### src/rtl/nm_pkg.sv
// Shared definitions for the neuron_module host link: field widths, host
// command codes, the readout FSM encoding and the activity saturation helper.
package nm_pkg;

  localparam logic [7:0] cmd_idle  = 8'hFF;
  localparam logic [7:0] cmd_wract = 8'h01;
  localparam logic [7:0] cmd_rdact = 8'h02;

  localparam logic [7:0] HEADER_BYTE_DEFAULT = 8'hA5;

  typedef enum logic [2:0] {
    RD_IDLE = 3'd0,
    RD_HDR  = 3'd1,
    RD_REQ  = 3'd2,
    RD_SEND = 3'd3,
    RD_WTX  = 3'd4
  } rd_state_e;

  function automatic int neur_width(input int act_w, input int ref_w);
    return act_w + ref_w;
  endfunction

  // Clamp an activity value to one byte; values up to 255 pass through unchanged
  // so a byte written as {1'b0, byte} reads back identically.
  function automatic logic [7:0] sat_byte(input logic [31:0] act);
    logic [7:0] res;
    if (act > 32'd255) begin
      res = 8'hFF;
    end else begin
      res = act[7:0];
    end
    return res;
  endfunction

endpackage

### src/rtl/neuron_readout_ctrl.sv
// Host-link readout: on rd_start, sends a header byte followed by one saturated
// activity byte per neuron, read in address order from neuron_module.
module neuron_readout_ctrl
  import nm_pkg::*;
#(
  parameter int         NEURON_NUMBER    = 256,
  parameter int         ACTIVITY_WIDTH   = 9,
  parameter int         REFRACTORY_WIDTH = 4,
  parameter logic [7:0] HEADER_BYTE      = HEADER_BYTE_DEFAULT,
  localparam int        NEUR_WIDTH       = neur_width(ACTIVITY_WIDTH, REFRACTORY_WIDTH),
  localparam int        AW               = $clog2(NEURON_NUMBER)
) (
  input  logic                  clk,
  input  logic                  reset,
  input  logic                  rd_start,
  input  logic                  rd_abort,
  output logic                  rd_busy,
  output logic                  frame_done,
  output logic                  nm_req,
  output logic                  nm_we,
  output logic [AW-1:0]         nm_addr,
  input  logic                  nm_ack,
  input  logic [NEUR_WIDTH-1:0] nm_rdata,
  output logic                  tx_start,
  output logic [7:0]            tx_data,
  input  logic                  tx_done
);

  localparam logic [AW-1:0] LAST_ADDR = AW'(NEURON_NUMBER - 1);

  rd_state_e     state_r;
  logic          busy_r;
  logic          frame_done_r;
  logic          nm_req_r;
  logic          tx_start_r;
  logic          abort_r;
  logic          hdr_r;
  logic [AW-1:0] addr_r;
  logic [7:0]    tx_data_r;

  logic [31:0]   act_ext_s;
  logic [7:0]    sat_s;
  logic          last_s;
  logic          abort_hit_s;

  // Activity field extraction, saturation and frame-end / abort qualifiers.
  always_comb begin
    act_ext_s   = 32'(nm_rdata) >> REFRACTORY_WIDTH;
    sat_s       = sat_byte(act_ext_s);
    last_s      = (addr_r == LAST_ADDR);
    abort_hit_s = abort_r | rd_abort;
  end

  // Readout FSM with registered handshake outputs, address counter and tx byte.
  always_ff @(posedge clk) begin
    if (reset) begin
      state_r      <= RD_IDLE;
      busy_r       <= 1'b0;
      frame_done_r <= 1'b0;
      nm_req_r     <= 1'b0;
      tx_start_r   <= 1'b0;
      abort_r      <= 1'b0;
      hdr_r        <= 1'b0;
      addr_r       <= '0;
      tx_data_r    <= 8'h00;
    end else begin
      frame_done_r <= 1'b0;
      tx_start_r   <= 1'b0;
      // Sticky abort; the WTX exit below clears it when the frame stops.
      if ((state_r != RD_IDLE) && rd_abort) begin
        abort_r <= 1'b1;
      end
      case (state_r)
        RD_IDLE: begin
          abort_r <= 1'b0;
          if (rd_start) begin
            state_r   <= RD_HDR;
            busy_r    <= 1'b1;
            tx_data_r <= HEADER_BYTE;
            addr_r    <= '0;
            hdr_r     <= 1'b1;
          end
        end
        RD_HDR: begin
          tx_start_r <= 1'b1;
          state_r    <= RD_WTX;
        end
        RD_REQ: begin
          if (nm_ack) begin
            nm_req_r  <= 1'b0;
            tx_data_r <= sat_s;
            state_r   <= RD_SEND;
          end
        end
        RD_SEND: begin
          tx_start_r <= 1'b1;
          state_r    <= RD_WTX;
        end
        RD_WTX: begin
          if (tx_done) begin
            if (abort_hit_s) begin
              state_r <= RD_IDLE;
              busy_r  <= 1'b0;
              abort_r <= 1'b0;
            end else if (hdr_r) begin
              hdr_r    <= 1'b0;
              nm_req_r <= 1'b1;
              state_r  <= RD_REQ;
            end else if (last_s) begin
              state_r      <= RD_IDLE;
              busy_r       <= 1'b0;
              frame_done_r <= 1'b1;
            end else begin
              addr_r   <= addr_r + AW'(1'b1);
              nm_req_r <= 1'b1;
              state_r  <= RD_REQ;
            end
          end
        end
        default: begin
          state_r  <= RD_IDLE;
          busy_r   <= 1'b0;
          nm_req_r <= 1'b0;
          abort_r  <= 1'b0;
        end
      endcase
    end
  end

  assign rd_busy    = busy_r;
  assign frame_done = frame_done_r;
  assign nm_req     = nm_req_r;
  assign nm_we      = 1'b0;
  assign nm_addr    = addr_r;
  assign tx_start   = tx_start_r;
  assign tx_data    = tx_data_r;

endmodule

### config.mk
export PLATFORM = sky130hd
export DESIGN_NAME = neuron_readout_ctrl
export DESIGN_NICKNAME = d
export VERILOG_FILES = /design/src/rtl/nm_pkg.sv /design/src/rtl/neuron_readout_ctrl.sv
export SDC_FILE = /design/constraint.sdc
export NUM_CORES = 1
export LEC_CHECK = 0
export BUFFER_PORTS_ARGS = -buffer_cell sky130_fd_sc_hd__buf_2
export CAP_MARGIN = 40
export CORE_MARGIN = 5
export CORE_UTILIZATION = 43
export DETAILED_ROUTE_END_ITERATION = 10
export PLACE_DENSITY = 0.72
export SLEW_MARGIN = 0
export SYNTH_ARGS = -nofsm -noshare
export SYNTH_HDL_FRONTEND = slang
export SYNTH_SLANG_ARGS = --single-unit
### constraint.sdc
create_clock -name clk -period 2 [get_ports clk]
set_clock_uncertainty 0.2 [all_clocks]
set_input_delay 0.3 -clock clk [delete_from_list [all_inputs] [get_ports clk]]
set_output_delay 0.3 -clock clk [all_outputs]
set_load 0.1 [all_outputs]
=== Yosys cells after proc, flatten, opt, wreduce, memory -nomap -nowiden ===
Cells that the tools add are included.

* Bits in registers: 25
* Input bits: 19
* Output and inout bits: 21
* Word-level logic and storage cells: 83

* Add/sub/neg operators: 1
* $lt $le $gt $ge: 1
* Equal/unequal tests: 14
* Mux-type cells: 38
* Bitwise gates (word level): 5
* Reductions and logical operators: 15

{| class="wikitable"
|+ Operator list
! kind !! count
|-
| 8-bit two-way mux || 8
|-
| 8-bit one-hot mux with 2 select lines || 2
|-
| 1-bit two-way mux || 17
|-
| 2-bit inequality test (second input constant) || 6
|-
| 3-bit one-hot mux with 4 select lines || 1
|-
| 5-bit AND reduction || 2
|-
| 9-bit by 8-bit > comparator with 1-bit output (second input constant) || 1
|-
| 3-bit two-way mux || 3
|-
| 3-bit inequality test (second input constant) || 3
|-
| 8-bit by 1-bit adder with 8-bit output (second input constant) || 1
|-
| 8-bit == test (second input constant) || 1
|-
| 3-bit by 2-bit == test with 1-bit output (second input constant) || 2
|-
| 2-bit two-way mux || 3
|-
| 1-bit one-hot mux with 3 select lines || 2
|-
| 3-bit AND reduction || 2
|-
| 6-bit AND reduction || 1
|-
| 3-bit OR reduction || 2
|-
| 5-bit OR reduction || 1
|-
| 1-bit NOT || 4
|-
| 1-bit one-hot mux with 2 select lines || 2
|-
| 4-bit AND reduction || 1
|-
| 2-bit nonzero test || 2
|-
| 3-bit by 1-bit == test with 1-bit output (second input constant) || 1
|-
| 3-bit == test (second input constant) || 1
|-
| 5 further kinds || 5
|}

=== Logic depth before layout (Yosys ltp) ===
Gate-level depths: netlist of the first run.

* Depth after elaboration: 6
* Mapped depth: 6
* Depth with buffers taken out: 5

=== Least setup slack after synthesis of the first run ===
Ideal clock, no wire load.

* Path kind: reg-to-reg
* Start point: reg addr_r[0] (netlist: nm_addr[0])
* End point: reg addr_r[6] (netlist: nm_addr[6])
* Library setup time: 0.070 ns
* Arrival: 2.098 ns
* Data required time: 1.730 ns
* Path slack: -0.368 ns
* Stages on the path, launching flop included: 7
* Buffers on the path: 1
* Period minus slack after synthesis: 2.368 ns
* Cell sequence: dfxtp_1 ha_1 a41o_1 a21o_1 buf_6 or3_1 a21oi_1

* Cells in the longest elaborated chain, start to end: 6
* Elaborated cells between the ends (all ways): 9
* Those cells by class: 1 x add/sub; 2 x eq/ne; 5 x mux; 1 x reduce/logical

{| class="wikitable"
|+ Ends and longest elaborated chain
! item !! RTL line !! source
|-
| start, declared || neuron_readout_ctrl.sv:38 || <nowiki>logic [AW-1:0] addr_r;</nowiki>
|-
| start signal, assigned || neuron_readout_ctrl.sv:114 || <nowiki>addr_r <= addr_r + AW'(1'b1);</nowiki>
|-
| 8-bit by 1-bit adder with 8-bit output || neuron_readout_ctrl.sv:114 ||
|-
| 8-bit two-way mux || neuron_readout_ctrl.sv:109 || <nowiki>end else if (last_s) begin</nowiki>
|-
| 8-bit two-way mux || neuron_readout_ctrl.sv:105 || <nowiki>end else if (hdr_r) begin</nowiki>
|-
| 8-bit two-way mux || neuron_readout_ctrl.sv:101 || <nowiki>if (abort_hit_s) begin</nowiki>
|-
| 8-bit two-way mux || neuron_readout_ctrl.sv:100 || <nowiki>if (tx_done) begin</nowiki>
|-
| 8-bit one-hot mux with 2 select lines || neuron_readout_ctrl.sv:73 || <nowiki>case (state_r)</nowiki>
|}

Several ways; a longest one is shown, not always the timed one. The select of a mux whose other input is x is not followed.
A chain may end at the register's enable or synchronous reset.

=== Final worst setup path of the first run ===
* Start point: reg state_r[1]
* End point: reg addr_r[7] (netlist: nm_addr[7])

* Cells in the longest elaborated chain, start to end: 3
* Elaborated cells between the ends (all ways): 10
* Those cells by class: 6 x eq/ne; 1 x mux; 3 x reduce/logical

{| class="wikitable"
|+ Ends and longest elaborated chain
! item !! RTL line !! source
|-
| start, declared || neuron_readout_ctrl.sv:31 || <nowiki>rd_state_e state_r;</nowiki>
|-
| start signal, assigned || neuron_readout_ctrl.sv:57 || <nowiki>state_r <= RD_IDLE;</nowiki>
|-
| start signal, assigned || neuron_readout_ctrl.sv:77 || <nowiki>state_r <= RD_HDR;</nowiki>
|-
| start signal, assigned || neuron_readout_ctrl.sv:86 || <nowiki>state_r <= RD_WTX;</nowiki>
|-
| 3-bit == test or 3-bit logical NOT (tied branches) || neuron_readout_ctrl.sv:73 ||
|-
| 2-bit inequality test (no source line) or 2-bit nonzero test (tied branches) || n/a ||
|-
| 6-bit AND reduction (no source line) || n/a ||
|}

Several ways; a longest one is shown, not always the timed one.

==> impl_metrics.sql, run 1 <==
INSERT INTO impl_metrics (metric_group, metric, value, unit) VALUES
('setup_path', 'worstPathMaxFanout', '13', ''),
('placed_design', 'gp_routability_congestion', '0.763', ''),
('die', 'dieWidth', '60.9', 'um'),
('setup_path', 'crit_path_start_kind', 'register', ''),
('setup_path', 'end_kind', 'register', ''),
('drt', 'detail_route.drc_violations', '0', ''),
('setup_path', 'critical_path.n_buffers_inverters', '0', ''),
('clock_tree', 'tritoncts', 'done', ''),
('setup_path', 'worstSetupPathDepth', '5', ''),
('clock_tree', 'cts_inserted_buffers', '3', ''),
('layout', 'final_cell_area', '1450', 'um^2'),
('clock_tree', 'total_clock_sinks', '25', ''),
('power', 'power_leakage', '0.619', 'nW'),
('drt', 'wl_per_cell', '13.1', 'um'),
('synth', 'yosysSeqAreaShare', '44.9', '%'),
('setup_path', 'cp.arrival', '1950', 'ps'),
('power', 'power_share_of_the_clock_group', '22.3', '%'),
('layout', 'drive_gt1_share', '34.3', '%'),
('drt', 'initialDrtViolationCount', '26', ''),
('grt', 'global_route.overflow_total', '0', ''),
('timing', 'timing.setup.tns', '0', 'ps'),
('setup_path', 'reg2reg_depth', '5', ''),
('synth', 'yosys_warnings', '0', ''),
('layout', 'diodes', '0', ''),
('die', 'floorplan.io_pins', '40', ''),
('synth', 'yosysUniqueCellTypes', '33', ''),
('setup_path', 'worst_path_dominant_cell_family', 'simple AND/OR/NAND/NOR gates', ''),
('power', 'swShare', '33.2', '%'),
('synth', 'synth_enable_flop_cells', '0', ''),
('layout', 'nets_final', '202', ''),
('grt', 'via_count_of_the_first_global_routing_pass', '1135', ''),
('layout', 'multi_input_area', '582', 'um^2'),
('setup_path', 'regToRegStartpoint', 'state_r[1]', ''),
('synth', 'synth_top_cell_area_share', '44.9', '%'),
('synth', 'synthMostInstantiatedCell', 'sky130_fd_sc_hd__dfxtp_1', ''),
('run_status', 'result_of_the_run', 'finished, final reports clean', ''),
('grt', 'grt_max_degree', '21', ''),
('power', 'pwr-share-comb', '24.5', '%'),
('synth', 'synthesis.nets', '158', ''),
('clock_tree', 'number_of_setup_buffers_added_after_cts', '0', ''),
('timing', 'rsz0062_at_grt', 'no', ''),
('timing', 'hold_viol_final', '0', ''),
('clock_tree', 'holdBufCountCts', '0', ''),
('power', 'power_per_cell_area', '676', 'nW/um^2'),
('drt', 'first_pass_iters', '4', ''),
('setup_path', 'critical_path.cell_chain', 'or2_1, a211o_1, a21o_4, or4_1, a21oi_1', ''),
('synth', 'synth_top_cell_by_area', 'sky130_fd_sc_hd__dfxtp_1', ''),
('setup_path', 'r2r_setup_slack', '100', 'ps'),
('layout', 'instances_no_fill', '211', ''),
('die', 'core_region_area', '2480', 'um^2'),
('power', 'vdd_drop_max', '0.000510', 'V'),
('layout', 'fillCellCount', '249', ''),
('die', 'starting_density', '45.0', '%'),
('clock_tree', 'h-tree-depth', '1', ''),
('placed_design', 'port-buffer-count', '34', ''),
('drt', 'avgViaCountPerCell', '5.37', ''),
('placed_design', 'numPlacedInstances', '207', ''),
('setup_path', 'endpoint', 'nm_addr[7]', ''),
('drt', 'route.antenna.remaining_nets', '0', ''),
('flow_run', 'drv.max_cap_violation_count', '0', ''),
('setup_path', 'crit_required', '2050', 'ps'),
('synth', 'synthesis.area', '1110', 'um^2'),
('synth', 'avgSynthCellArea', '8.08', 'um^2'),
('setup_path', 'timing.critical_path.from', 'state_r[1]', ''),
('layout', 'fin_util', '58.4', '%'),
('timing', 'final.min_clock_period', '1900', 'ps'),
('synth', 'synth.top_cells.by_count', 'sky130_fd_sc_hd__dfxtp_1, sky130_fd_sc_hd__a21oi_1, sky130_fd_sc_hd__nand2_1', ''),
('die', 'rows', '18', ''),
('setup_path', 'regToRegEndpoint', 'nm_addr[7]', ''),
('power', 'power_frac_seq', '53.1', '%'),
('die', 'dieHeight', '60.9', 'um');
## sequential cells by signal, indices dropped and copies added, names as in the netlist
name	cells
nm_addr	8
tx_data	8
state_r	3
abort_r	1
frame_done	1
hdr_r	1
nm_req	1
rd_busy	1
tx_start	1
## layout by cell type (no fill, tap or decap)
master | Yosys | final
sky130_fd_sc_hd__o21a_1 | 3 | 3
sky130_fd_sc_hd__and4_4 | 0 | 1
sky130_fd_sc_hd__clkbuf_4 | 0 | 3
sky130_fd_sc_hd__or4_1 | 2 | 2
sky130_fd_sc_hd__a211oi_1 | 1 | 1
sky130_fd_sc_hd__nor3b_1 | 1 | 1
sky130_fd_sc_hd__o211ai_1 | 5 | 5
sky130_fd_sc_hd__a211o_1 | 1 | 1
sky130_fd_sc_hd__or3_1 | 5 | 5
sky130_fd_sc_hd__a41o_1 | 1 | 1
sky130_fd_sc_hd__mux2i_1 | 1 | 1
sky130_fd_sc_hd__ha_2 | 0 | 1
sky130_fd_sc_hd__conb_1 | 1 | 1
sky130_fd_sc_hd__and2b_1 | 1 | 1
sky130_fd_sc_hd__and2_1 | 1 | 1
sky130_fd_sc_hd__nand2b_1 | 3 | 2
sky130_fd_sc_hd__dfxtp_4 | 0 | 6
sky130_fd_sc_hd__o32ai_1 | 1 | 1
sky130_fd_sc_hd__nand2b_4 | 0 | 1
sky130_fd_sc_hd__nor3_1 | 12 | 12
sky130_fd_sc_hd__buf_4 | 1 | 12
sky130_fd_sc_hd__nor2_1 | 13 | 13
sky130_fd_sc_hd__or2_1 | 2 | 2
sky130_fd_sc_hd__inv_1 | 4 | 4
sky130_fd_sc_hd__o31ai_1 | 1 | 1
sky130_fd_sc_hd__nand4_1 | 3 | 3
sky130_fd_sc_hd__nand3_1 | 3 | 3
sky130_fd_sc_hd__nand2_1 | 15 | 15
sky130_fd_sc_hd__clkbuf_1 | 4 | 1
sky130_fd_sc_hd__a21oi_1 | 16 | 16
sky130_fd_sc_hd__o21ai_0 | 6 | 6
sky130_fd_sc_hd__buf_2 | 0 | 34
sky130_fd_sc_hd__a21o_4 | 0 | 1
sky130_fd_sc_hd__a311oi_1 | 1 | 1
sky130_fd_sc_hd__dfxtp_2 | 0 | 3
sky130_fd_sc_hd__dfxtp_1 | 25 | 16
## through the flow
stage / setup slack, ps / hold slack (ps)
after floorplan: 31.3 / 240
after global placement: 37.3 / 238
after detailed placement: 16.8 / 246
after CTS: 32.2 / 41.9
after global routing: 16.9 / 60.6
final: 95.1 / 61.6
## worst min path at each step
stage                     startpoint          to  slack [ps]  depth (start not counted)
after global routing         tx_done  frame_done          60                          3
after global placement    tx_data[6]  tx_data[6]         240                          2
final                        tx_done  frame_done          60                          3
after CTS                    tx_done  frame_done          40                          3
after detailed placement  tx_data[3]  tx_data[3]         250                          2
after floorplan              tx_done  frame_done         240                          2
## metal layers
layer / routed length, um / track usage [%] / share of wire [%]
met3: 187 / 3.40 / 6.8
met1: 1180 / 18.8 / 43
met5: 0 / 0 / 0
met4: 22 / 6.19 / 0.79
met2: 1380 / 29.9 / 50
## kinds of logic after synthesis
| logic type | count (synthesis) | synth area share (%) |
|---|---|---|
| compound gates | 37 | 20.5 |
| fa+ha+maj | 1 | 1.12 |
| buf+inv | 11 | 4.71 |
| flops | 25 | 44.9 |
| mux | 1 | 0.898 |
| other cells | 1 | 0.336 |
| simple gates | 62 | 27.5 |
## worst register-to-register path, delay by kind of cell, from the launching register on
family | cells | cell delay (ps)
AOI/OAI and AO/OA | 3 | 640
DFF | 1 | 340
and+or+nand+nor | 2 | 660
## what timing repair did
action                     in CTS  in global routing
setup endpoints to repair       4                  4
resized for setup               2                  2
pin swaps                       0                  1
## layout make-up
type	count	share of cell area, %
Clock buffer	4	1.82
Timing Repair Buffer	46	18.0
Multi-Input combinational cell	102	40.2
Sequential cell	25	36.4
Tap cell	30	2.59
Inverter	4	1.04
## power groups by stage
stage                     clock network (mW)  logic [mW]  registers, mW
after CTS                              0.229       0.236          0.520
after global placement                     0       0.230          0.530
after detailed placement                   0       0.234          0.531
after global routing                   0.243       0.256          0.522
final                                  0.218       0.240          0.520
after floorplan                            0      0.0864          0.617
Power figures use the tool's default switching activity.
==> run 2, diff against run 1 <==
--- a/config.mk
+++ b/config.mk
@@ -6,10 +6,10 @@
 export NUM_CORES = 1
 export LEC_CHECK = 0
 export BUFFER_PORTS_ARGS = -buffer_cell sky130_fd_sc_hd__buf_2
-export CAP_MARGIN = 40
-export CORE_MARGIN = 5
+export CAP_MARGIN = 15
 export CORE_UTILIZATION = 43
 export DETAILED_ROUTE_END_ITERATION = 10
+export GPL_TIMING_DRIVEN = 0
 export PLACE_DENSITY = 0.72
 export SLEW_MARGIN = 0
 export SYNTH_ARGS = -nofsm -noshare
==> run 2 against run 1 <==
Net effect:
- via count is 1.2% lower
- first-iteration DRC count is 15% lower
- combinational power is 2% lower
- die area is 25% lower
- final area is 0.26% lower
- core utilization is 0.38 points higher
- critical endpoint is now nm_addr[5]
==> impl_metrics.sql, run 2 (synthesis gave the netlist of run 1 again) <==
INSERT INTO impl_metrics (metric_group, metric, value, unit) VALUES
('run_status', 'result_of_the_run', 'finished, final reports clean', ''),
('clock_tree', 'total_clock_sinks', '25', ''),
('drt', 'wirelength', '2.47', 'mm'),
('layout', 'area_delta_synth_final', '29.5', '%'),
('layout', 'layout_commonest_cell', 'sky130_fd_sc_hd__buf_2', ''),
('timing', 'period_share', '97.3', '%'),
('die', 'rows', '18', ''),
('clock_tree', 'h-tree-depth', '1', ''),
('setup_path', 'worstPathMaxFanout', '5', ''),
('timing', 'hold_viol_final', '0', ''),
('drt', 'first_pass_iters', '4', ''),
('drt', 'wl_per_cell', '11.7', 'um'),
('power', 'totalPowerFinal', '0.977', 'mW'),
('flow_run', 'drv.max_cap_violation_count', '0', ''),
('setup_path', 'end_kind', 'register', ''),
('clock_tree', 'insertion_delay', '310', 'ps'),
('placed_design', 'port-buffer-count', '34', ''),
('grt', 'global_route.overflow_total', '0', ''),
('placed_design', 'dp_slack', '-29.4', 'ps'),
('die', 'dieWidth', '52.9', 'um'),
('grt', 'number_of_antenna_violations_at_the_first_check_in_global_routing', '0', ''),
('placed_design', 'detailedPlacementHpwl', '1.81', 'mm'),
('setup_path', 'crit_path_start_kind', 'register', ''),
('drt', 'detail_route.drc_violations', '0', ''),
('clock_tree', 'tritoncts', 'done', ''),
('grt', 'grt_util_all_layers', '19.6', '%'),
('layout', 'fillCellCount', '232', ''),
('timing', 'holdWs', '42.5', 'ps'),
('placed_design', 'gp_routability_congestion', '0.808', ''),
('clock_tree', 'holdBufCountCts', '0', ''),
('drt', 'routed-via-count', '1120', ''),
('layout', 'drive_gt1_share', '34.8', '%'),
('drt', 'initialDrtViolationCount', '22', ''),
('timing', 'rsz0062_at_grt', 'yes', ''),
('die', 'starting_density', '45.4', '%'),
('power', 'power_per_cell_area', '676', 'nW/um^2'),
('power', 'power_leakage', '0.608', 'nW'),
('grt', 'grt_pass1_wl', '4.11', 'mm'),
('timing', 'final.min_clock_period', '1950', 'ps'),
('die', 'core_region_area', '2450', 'um^2'),
('power', 'vdd_drop_max', '0.000378', 'V'),
('setup_path', 'crit_required', '2050', 'ps'),
('layout', 'final_cell_mix', 'sky130_fd_sc_hd__buf_2, sky130_fd_sc_hd__nand2_1, sky130_fd_sc_hd__a21oi_1', ''),
('timing', 'timing.setup.tns', '0', 'ps'),
('grt', 'via_count_of_the_first_global_routing_pass', '981', ''),
('timing', 'max_slew_violation_count', '0', ''),
('setup_path', 'cp_class', 'reg2reg', ''),
('clock_tree', 'cts_inserted_buffers', '3', ''),
('layout', 'final_cell_area', '1440', 'um^2'),
('timing', 'achievable-frequency', '514', 'MHz'),
('clock_tree', 'clk_transition_reported_paths', '130', 'ps'),
('drt', 'avgViaCountPerCell', '5.31', ''),
('drt', 'route.antenna.remaining_nets', '0', ''),
('layout', 'instances_no_fill', '211', ''),
('clock_tree', 'max_clock_buf_depth', '2', ''),
('die', 'floorplan.io_pins', '40', ''),
('timing', 'post-route-worst-setup-slack', '54.2', 'ps'),
('die', 'dieHeight', '52.9', 'um'),
('layout', 'nets_final', '202', ''),
('setup_path', 'cp.arrival', '1990', 'ps'),
('clock_tree', 'clock_tree.root_cell', 'sky130_fd_sc_hd__clkbuf_4', ''),
('placed_design', 'cell_area_after_placement', '1350', 'um^2'),
('timing', 'setup_violations', '0', ''),
('grt', 'grt_max_degree', '14', ''),
('die', 'floorplan.die_area', '2800', 'um^2'),
('layout', 'fin_util', '58.8', '%'),
('placed_design', 'numPlacedInstances', '202', ''),
('layout', 'diodes', '0', ''),
('min_path', 'hold_path_class', 'in2reg', '');
-- run 2: cell types whose count changed in the layout (fill, tap and decap cells not counted), sizes merged --
cell and delta:
buf -4, clkbuf +4
-- run 2: timing repair --
action	CTS	global route
gates cloned	0	1
gates resized for setup	4	6
setup buffers	3	1
endpoints found under the setup margin	3	12
pin swaps	1	6
-- run 2: power by group --
group	switching [mW]	internal, mW
Clock	0.143	0.0779
Combinational	0.173	0.0638
Sequential	0.0112	0.508
Total	0.327	0.650
-- run 2: area by class of cell --
type                       count  area, um^2  area share, %
multi-input combinational    102         591           40.9
sequential                    25         532           36.8
timing repair buffer          39         205           14.2
buffer                         7        37.5           2.60
tap                           30        37.5           2.60
clock buffer                   4        26.3           1.82
inverter                       4        15.0           1.04
-- run 2: worst max-delay path, cell delays in order (launching register included) --
cell and delay [ps]:
sky130_fd_sc_hd__dfxtp_4 360, sky130_fd_sc_hd__or2_4 250, sky130_fd_sc_hd__a211o_1 250, sky130_fd_sc_hd__a21o_1 210, sky130_fd_sc_hd__buf_6 140, sky130_fd_sc_hd__or3_1 340, sky130_fd_sc_hd__a21oi_1 120
-- run 2: path summary, 6_finish.rpt --
check / start / end / slack (ps) / cells after the start
max: state_r[0] / nm_addr[5] / 50 / 6
min: tx_done / frame_done / 40 / 3
max reg2reg: state_r[0] / nm_addr[5] / 50 / 6
min reg2reg: tx_data[4] / tx_data[4] / 270 / 2
-- run 2: per-layer routing --
metal  vias up  share of wire (%)  track usage (%)
met2        36                 47             32.3
met3         2                6.4             2.87
met4         0               0.24             6.58
met5         -                  0                0
li1        583                  -                -
met1       499                 47             26.0
==> run 3, diff against run 2 <==
--- a/config.mk
+++ b/config.mk
@@ -5,11 +5,12 @@
 export SDC_FILE = /design/constraint.sdc
 export NUM_CORES = 1
 export LEC_CHECK = 0
-export BUFFER_PORTS_ARGS = -buffer_cell sky130_fd_sc_hd__buf_2
+export BUFFER_PORTS_ARGS = -buffer_cell sky130_fd_sc_hd__buf_4
 export CAP_MARGIN = 15
 export CORE_UTILIZATION = 43
 export DETAILED_ROUTE_END_ITERATION = 10
 export GPL_TIMING_DRIVEN = 0
+export HOLD_SLACK_MARGIN = 0.06
 export PLACE_DENSITY = 0.72
 export SLEW_MARGIN = 0
 export SYNTH_ARGS = -nofsm -noshare
==> run 3 against run 2 <==
Net effect:
- setup slack worse by 15 ps
- combinational power is 8.9% higher
- worst hold slack better by 23 ps
- total power is 2.8% higher
- core utilization is 4.5 points higher
- die area stayed put
- clock-buffer cell count stayed put
- flip-flop and latch count stayed put
- global-route usage is 1.2 points higher
- cell count is 0.47% higher
- critical path type unchanged
- critical endpoint is now nm_addr[6]
- largest power group unchanged
==> impl_metrics.sql, run 3 (synthesis gave the netlist of run 1 again) <==
INSERT INTO impl_metrics (metric_group, metric, value, unit) VALUES
('setup_path', 'cp_class', 'reg2reg', ''),
('die', 'rows', '18', ''),
('grt', 'global_route.overflow_total', '0', ''),
('drt', 'initialDrtViolationCount', '17', ''),
('setup_path', 'r2r_setup_slack', '40', 'ps'),
('layout', 'drive_gt1_share', '34.6', '%'),
('setup_path', 'regToRegEndpoint', 'nm_addr[6]', ''),
('clock_tree', 'clk_transition_reported_paths', '130', 'ps'),
('grt', 'grt_max_degree', '14', ''),
('min_path', 'timing.hold.worst_endpoint', 'tx_data[2]', ''),
('grt', 'grt_util_all_layers', '20.8', '%'),
('drt', 'first_pass_iters', '4', ''),
('layout', 'layout_commonest_cell', 'sky130_fd_sc_hd__buf_4', ''),
('layout', 'fin_util', '63.3', '%'),
('timing', 'worst-slew-pin-transition', '498', 'ps'),
('placed_design', 'detailedPlacementHpwl', '1.91', 'mm'),
('timing', 'final.min_clock_period', '1960', 'ps'),
('grt', 'via_count_of_the_first_global_routing_pass', '1003', ''),
('power', 'power_leakage', '0.629', 'nW'),
('min_path', 'hold_path_class', 'in2reg', ''),
('die', 'floorplan.die_area', '2800', 'um^2'),
('clock_tree', 'max_clock_buf_depth', '2', ''),
('die', 'dieWidth', '52.9', 'um'),
('drt', 'routed-via-count', '1166', ''),
('flow_run', 'drv.max_cap_violation_count', '0', ''),
('timing', 'hold_viol_final', '0', ''),
('drt', 'route.antenna.remaining_nets', '0', ''),
('drt', 'wirelength', '2.68', 'mm'),
('clock_tree', 'cts_inserted_buffers', '3', ''),
('setup_path', 'crit_path_start_kind', 'register', ''),
('layout', 'fillCellCount', '190', ''),
('setup_path', 'cp.arrival', '2020', 'ps'),
('layout', 'multi_input_area', '598', 'um^2'),
('timing', 'rsz0062_at_grt', 'yes', ''),
('clock_tree', 'clock_tree.root_cell', 'sky130_fd_sc_hd__clkbuf_4', ''),
('run_status', 'result_of_the_run', 'finished, final reports clean', ''),
('clock_tree', 'insertion_delay', '320', 'ps'),
('setup_path', 'regToRegStartpoint', 'state_r[1]', ''),
('drt', 'avgViaCountPerCell', '5.50', ''),
('grt', 'number_of_antenna_violations_at_the_first_check_in_global_routing', '0', ''),
('die', 'dieHeight', '52.9', 'um'),
('layout', 'area_delta_synth_final', '39.4', '%'),
('die', 'starting_density', '45.4', '%'),
('setup_path', 'crit_required', '2060', 'ps'),
('timing', 'max_slew_violation_count', '0', ''),
('die', 'core_region_area', '2450', 'um^2'),
('timing', 'achievable-frequency', '510', 'MHz'),
('drt', 'wl_per_cell', '12.7', 'um'),
('min_path', 'worstHoldPathCells', '3', ''),
('setup_path', 'reg2reg_depth', '6', ''),
('placed_design', 'gp_routability_congestion', '0.804', ''),
('layout', 'final_cell_mix', 'sky130_fd_sc_hd__buf_4, sky130_fd_sc_hd__nand2_1, sky130_fd_sc_hd__a21oi_1', ''),
('power', 'vdd_drop_max', '0.000412', 'V'),
('die', 'floorplan.io_pins', '40', ''),
('timing', 'timing.max_slew.rel_slack', '66.6', '%'),
('drt', 'detail_route.drc_violations', '0', ''),
('layout', 'diodes', '0', ''),
('clock_tree', 'tritoncts', 'done', ''),
('setup_path', 'end_kind', 'register', ''),
('setup_path', 'worstPathMaxFanout', '10', ''),
('timing', 'setup_violations', '0', ''),
('power', 'totalPowerFinal', '1.00', 'mW'),
('power', 'power_per_cell_area', '646', 'nW/um^2'),
('timing', 'period_share', '98.0', '%'),
('grt', 'grt_pass1_wl', '4.28', 'mm'),
('layout', 'register_area', '534', 'um^2'),
('layout', 'nets_final', '203', ''),
('placed_design', 'port-buffer-count', '34', ''),
('min_path', 'hold_crit_start', 'nm_rdata[6]', ''),
('clock_tree', 'total_clock_sinks', '25', ''),
('clock_tree', 'h-tree-depth', '1', '');
==> run 3: cell types whose count changed in the layout (fill, tap and decap cells not counted), sizes merged <==
cell / previous run / this run
dlygate4sd3: 0 / 2
buf: 42 / 41
==> run 3: what timing repair did <==
action,CTS,global route
hold buffers,2,0
gates cloned,0,0
pin swaps,2,4
endpoints found under the hold margin,2,0
resized for setup,5,8
endpoints found under the setup margin,3,15
setup buffers,4,0
==> run 3: worst max-delay path by stage <==
| stage | cells after the start | endpoint | slack [ps] | from |
|---|---|---|---|---|
| after detailed placement | 7 | nm_addr[5] | -50 | rd_abort |
| after global routing | 6 | nm_addr[6] | -30 | state_r[0] |
| final | 6 | nm_addr[6] | 40 | state_r[1] |
| after global placement | 7 | nm_addr[5] | -20 | rd_abort |
| after floorplan | 6 | nm_addr[6] | 30 | nm_addr[0] |
| after CTS | 6 | nm_addr[5] | 10 | state_r[0] |
==> run 3: metal layers <==
metal | share of wire (%) | GRT usage [%] | wire length [um]
met5 | 0 | 0 | 0
met4 | 2.0 | 9.21 | 53
met1 | 46 | 26.2 | 1240
met2 | 47 | 34.6 | 1260
met3 | 4.8 | 3.45 | 129
==> run 3: critical path, cell delays in order (launching register included) <==
cell and delay, ps:
sky130_fd_sc_hd__dfxtp_2 350, sky130_fd_sc_hd__or2_4 250, sky130_fd_sc_hd__a211o_1 250, sky130_fd_sc_hd__a21o_1 210, sky130_fd_sc_hd__buf_6 150, sky130_fd_sc_hd__or3_4 360, sky130_fd_sc_hd__a21oi_2 130
==> run 3: area by class of cell <==
class                           instances  area share (%)
Timing Repair Buffer                   40            19.6
Multi-Input combinational cell        102            38.5
Clock buffer                            4            1.69
Sequential cell                        25            34.4
Tap cell                               30            2.42
Inverter                                4           0.966
Buffer                                  7            2.42
==> run 3: per-stage QoR <==
step / std cells / cell area, um^2 / TNS, ps / hold slack, ps / setup slack (ps)
2_1_floorplan: 138 / 1140 / 0 / 240 / 31.3
3_3_place_gp: 202 / 1440 / -27.2 / 240 / -21.3
3_5_place_dp: 202 / 1440 / -71.9 / 249 / -52.0
4_1_cts: 212 / 1520 / 0 / 67.9 / 11.4
5_1_grt: 212 / 1550 / -66.6 / 76.4 / -33.9
6_report: 212 / 1550 / 0 / 65.1 / 39.3
==> run 3: report_power, final <==
group / internal, mW / switching (mW) / total, mW
Clock: 0.0782 / 0.149 / 0.227
Combinational: 0.0823 / 0.175 / 0.257
Sequential: 0.507 / 0.0128 / 0.520
Total: 0.668 / 0.337 / 1.00
